<file path="config.mk">
export PLATFORM = sky130hd
export DESIGN_NAME = led_trail_pwm
export DESIGN_NICKNAME = d
export VERILOG_FILES = /design/src/rtl/led_trail_pwm_pkg.sv /design/src/rtl/led_trail_pwm_channel.sv /design/src/rtl/n_counter.sv /design/src/rtl/led_trail_pwm.sv
export SDC_FILE = /design/constraint.sdc
export NUM_CORES = 1
export LEC_CHECK = 0
export CAP_MARGIN = 20
export CORE_MARGIN = 4
export CORE_UTILIZATION = 45
export CTS_CLUSTER_DIAMETER = 30
export DETAILED_ROUTE_END_ITERATION = 16
export PLACE_DENSITY = 0.62
export SLEW_MARGIN = 20
export SYNTH_ARGS = -nofsm -noshare
export SYNTH_HDL_FRONTEND = slang
export SYNTH_SLANG_ARGS = --single-unit
</file>
<file path="constraint.sdc">
create_clock -name clk -period 1.85 [get_ports clk]
set_input_delay 0.2775 -clock clk [delete_from_list [all_inputs] [get_ports clk]]
set_output_delay 0.2775 -clock clk [all_outputs]
set_load 0.05 [all_outputs]
</file>
<file path="src/rtl/led_trail_pwm_pkg.sv">
// Shared constants and helpers for the LED comet-tail display stage.
`timescale 1ns/1ps
package led_trail_pwm_pkg;

  typedef enum logic {
    CNT_DOWN = 1'b0,
    CNT_UP   = 1'b1
  } count_dir_e;

  function automatic int unsigned clog2(input int unsigned value);
    int unsigned r;
    r = 0;
    for (int unsigned i = 0; i < 32; i++) begin
      if ((64'd1 << i) < 64'(value)) r = i + 1;
    end
    return r;
  endfunction

  // Counters need at least one bit even when they only ever hold 0.
  function automatic int unsigned cnt_width(input int unsigned n);
    return (n < 2) ? 1 : clog2(n);
  endfunction

  function automatic int unsigned lmax(input int unsigned bits);
    return (32'd1 << bits) - 1;
  endfunction

endpackage

</file>
<file path="src/rtl/led_trail_pwm_channel.sv">
// One LED channel: intensity register (load/halve/hold) and PWM output flop.
`timescale 1ns/1ps
module trail_channel
  import led_trail_pwm_pkg::*;
#(
  parameter int unsigned PWM_BITS = 4
) (
  input  logic                clk,
  input  logic                reset,
  input  logic                load,
  input  logic                tick,
  input  logic [PWM_BITS-1:0] pwm_cnt,
  output logic                led
);

  localparam logic [PWM_BITS-1:0] LEVEL_MAX = PWM_BITS'(lmax(PWM_BITS));

  logic [PWM_BITS-1:0] r_level;

  // Load wins over decay; the output compares against the pre-update level.
  always_ff @(posedge clk or negedge reset) begin
    if (!reset) begin
      r_level <= '0;
      led     <= 1'b0;
    end else begin
      if (load)      r_level <= LEVEL_MAX;
      else if (tick) r_level <= r_level >> 1;
      led <= (r_level > pwm_cnt);
    end
  end

endmodule

</file>
<file path="src/rtl/n_counter.sv">
// Modulo-fin_cuenta up/down counter with a terminal-count strobe.
`timescale 1ns/1ps
module n_counter
  import led_trail_pwm_pkg::*;
#(
  parameter int unsigned fin_cuenta = 4,
  parameter int unsigned WIDTH      = cnt_width(fin_cuenta)
) (
  input  logic clk,
  input  logic reset,
  input  logic enable,
  input  logic up_down,
  output logic TC
);

  localparam logic [WIDTH-1:0] LAST = WIDTH'(fin_cuenta - 1);

  logic [WIDTH-1:0] r_count;

  always_ff @(posedge clk or negedge reset) begin
    if (!reset) begin
      r_count <= '0;
    end else if (enable) begin
      if (up_down) r_count <= (r_count == LAST) ? '0 : r_count + 1'b1;
      else         r_count <= (r_count == '0) ? LAST : r_count - 1'b1;
    end
  end

  // Gated by enable so a wrap coinciding with enable falling produces no strobe.
  assign TC = enable & (up_down ? (r_count == LAST) : (r_count == '0));

endmodule

</file>
<file path="src/rtl/led_trail_pwm.sv">
// LED display stage: lit position at full brightness, vacated LEDs fade geometrically.
`timescale 1ns/1ps
module led_trail_pwm
  import led_trail_pwm_pkg::*;
#(
  parameter int unsigned N_LEDS    = 8,
  parameter int unsigned PWM_BITS  = 4,
  parameter int unsigned DECAY_DIV = 4
) (
  input  logic              clk,
  input  logic              reset,
  input  logic              enable,
  input  logic [N_LEDS-1:0] leds_in,
  output logic [N_LEDS-1:0] leds_out,
  output logic              tick
);

  localparam int unsigned         PRESC_W  = cnt_width(DECAY_DIV);
  localparam logic [PWM_BITS-1:0] PWM_LAST = PWM_BITS'(lmax(PWM_BITS) - 1);

  logic                w_tick_int;
  logic [N_LEDS-1:0]   w_load;
  logic [PWM_BITS-1:0] r_pwm_cnt;

  n_counter #(
    .fin_cuenta (DECAY_DIV),
    .WIDTH      (PRESC_W)
  ) u_presc (
    .clk     (clk),
    .reset   (reset),
    .enable  (enable),
    .up_down (CNT_UP),
    .TC      (w_tick_int)
  );

  // Period is LMAX, not 2^PWM_BITS, so a full level really is constant on.
  always_ff @(posedge clk or negedge reset) begin
    if (!reset) begin
      r_pwm_cnt <= '0;
      tick      <= 1'b0;
    end else begin
      r_pwm_cnt <= (r_pwm_cnt == PWM_LAST) ? '0 : r_pwm_cnt + 1'b1;
      tick      <= w_tick_int;
    end
  end

  assign w_load = leds_in & {N_LEDS{enable}};

  for (genvar g = 0; g < N_LEDS; g++) begin : g_ch
    trail_channel #(
      .PWM_BITS (PWM_BITS)
    ) u_ch (
      .clk     (clk),
      .reset   (reset),
      .load    (w_load[g]),
      .tick    (w_tick_int),
      .pwm_cnt (r_pwm_cnt),
      .led     (leds_out[g])
    );
  end

endmodule
</file>
==> results.ini <==
[global_route]
grt-ovfl-total = 0
grt_max_degree = 34
antenna_found_initial = 0
first_global_vias = 1644
track_usage = 0.140
grt_pass1_wl_um = 7930

[worst_setup_path]
crit_family = buffers and inverters
worst-path-buf-inv = 1
r2r-end = g_ch[7].u_ch.led$_DFF_PN0_
endpoint_kind = primary output
cp_slowest_cell = clkdlybuf4s50_1
cp.required_ps = 1570
crit_path_max_incr_delay_ps = 800
crit_type = reg -> out
cp_max_fo = 1
path_cells = clkdlybuf4s50_1
r2r-start = r_pwm_cnt[1]$_DFF_PN0_
cp-start-kind = flip-flop
worst-endpoint-arrival_ps = 1430
crit_start = tick$_DFF_PN0_
rrSetupSlack_ps = 280
reg2reg_depth = 5

[sta]
tns_ps = 0
setup_violations = 0
final_hold_viol_count = 0
fin_crit_sh = 0.924
tightestPinTransition_ps = 563
slew_viol_final = 0
max_freq_mhz = 585
slew_headroom = 0.625
fin_skew_ps = 5.08
period_needed_ps = 1710
rsz0062_at_grt = no

[clock_tree]
tritoncts_num_sinks = 47
ctsResizeCount = 0
cts_made_buffers = 5
h-tree-depth = 2
clock_latency_ps = 300
clkTransAtPathRegs_ps = 80
cts_tree = done
clk_path_buf_depth = 2
cts-root-buf = clkbuf_8
postCtsSetupBuffers = 0

[cells_and_area]
fin_nets = 282
antenna_cells = 0
final_layout_size_suffix_gt1_frac = 0.0837
final_cell_mix = dfrtp_1, ha_1, o22a_1
final_cells = 311
nFillCells = 493
layout_commonest_cell = dfrtp_1
synthToLayoutAreaGrowth_pct = 10.8

[min_path]
hold_class = in -> async

[floorplanning]
die_w_um = 83.7
die_area_sq_mm = 0.00700
start_util = 0.465
die_h_um = 83.7
core_sq_mm = 0.00554
io_pins = 20
rows = 27

[synth]
ys_ff_latch = 47
syn_avg_cell_area_sq_um = 11.6
synth_nets = 266
synth_warnings = 0
yosysUniqueCellTypes = 22
syn-cell-area_sq_mm = 0.00258
ys_seq_area_frac = 0.457
synthCells = 222

[detailed_routing]
first_iter_violations = 88
drt_wl_total_um = 4640
vias = 1698
drc = 0
wl_per_cell_um = 14.9
viasPerCell = 5.46
dr.pass1.iters = 4
ant_nets = 0

[outcome]
outcome = complete, no violations

[placement]
gp_congestion = 0.788
dp.cells = 302
dp.final_hpwl_um = 3160
place.port_buffers = 19

[pwr]
powerDensity_mw_per_mm2 = 1330
leakagePower_nw = 1.22
ir_drop_mv = 0.781

[job]
cap_violations = 0

[power by group]
group	total [mW]	internal, mW	switching [mW]
combinational	1.52	0.728	0.795
clock	0.671	0.341	0.330
sequential	1.60	1.35	0.253
[worst max path at each step]
| stage | end | slack [ps] | cells after the start |
|---|---|---|---|
| detailed placement | u_presc.r_count[0]$_DFFE_PN0P_ | 270 | 3 |
| floorplan | g_ch[0].u_ch.r_level[1]$_DFFE_PN0P_ | 530 | 5 |
| finish | tick | 140 | 1 |
| CTS | leds_out[1] | 120 | 1 |
| global route | tick | 90 | 1 |
| global placement | u_presc.r_count[1]$_DFFE_PN0P_ | 290 | 3 |
[through the flow]
stage	utilization	total power, mW	setup slack, ps	hold slack (ps)	cell area (sq um)
final	0.515	3.80	140	498	2860
after global routing	0.515	4.10	87.0	530	2860
after CTS	0.515	3.85	116	507	2860
after detailed placement	0.495	3.16	274	306	2750
after global placement	0.495	3.13	285	303	2750
after floorplan	-	2.87	533	-18.1	2580
[layer usage]
layer | vias up | GRT usage | share of wire
li1 | 867 | - | -
met1 | 805 | 0.190 | 0.49
met2 | 20 | 0.221 | 0.46
met3 | 6 | 0.0326 | 0.031
met4 | 0 | 0.0482 | 0.014
met5 | - | 0 | 0
[layout make-up]
class | instances | area, sq um | area share
sequential | 47 | 1180 | 0.412
multi-input combinational | 147 | 1200 | 0.420
inverter | 12 | 45.0 | 0.0158
timing repair buffer | 25 | 245 | 0.0859
clock buffer | 8 | 100 | 0.0351
tap | 72 | 90.1 | 0.0316
[Yosys cell counts (all sizes together)]
library cell  number  area share
a21oi             10       0.019
a22o               8       0.027
a31oi              1      0.0024
buf               15       0.055
clkbuf             1      0.0053
dfrtp             47        0.46
ha                33        0.16
inv               12       0.017
mux2               3       0.013
nand2              6      0.0097
nand4              8       0.019
nor2               9       0.013
nor2b              8       0.019
nor3               1      0.0019
o21a               3      0.0087
o21ai             20       0.039
o22a              28       0.097
o32a               9       0.035
[repair_timing]
action,CTS,global route
hold buffers,1,0
hold endpoints to repair,22,0
endpoints found under the setup margin,0,0
[registers in the layout, summed over array words and instances, names as in the netlist]
name and count:
g_ch.u_ch.r_level 32, g_ch.u_ch.led 8, r_pwm_cnt 4, u_presc.r_count 2, tick 1
[kinds of logic (layout without fill, tap and decap cells)]
logic type                 Yosys count  in the layout  share of synthesized area
and+or+nand+nor                     32             32                     0.0636
adders and majority gates           33             33                      0.160
muxes                                3              3                     0.0131
AOI/OAI and AO/OA                   79             79                      0.228
DFF                                 47             47                      0.457
buffers and inverters               28             45                     0.0782
(Power assumes the default switching activity.)
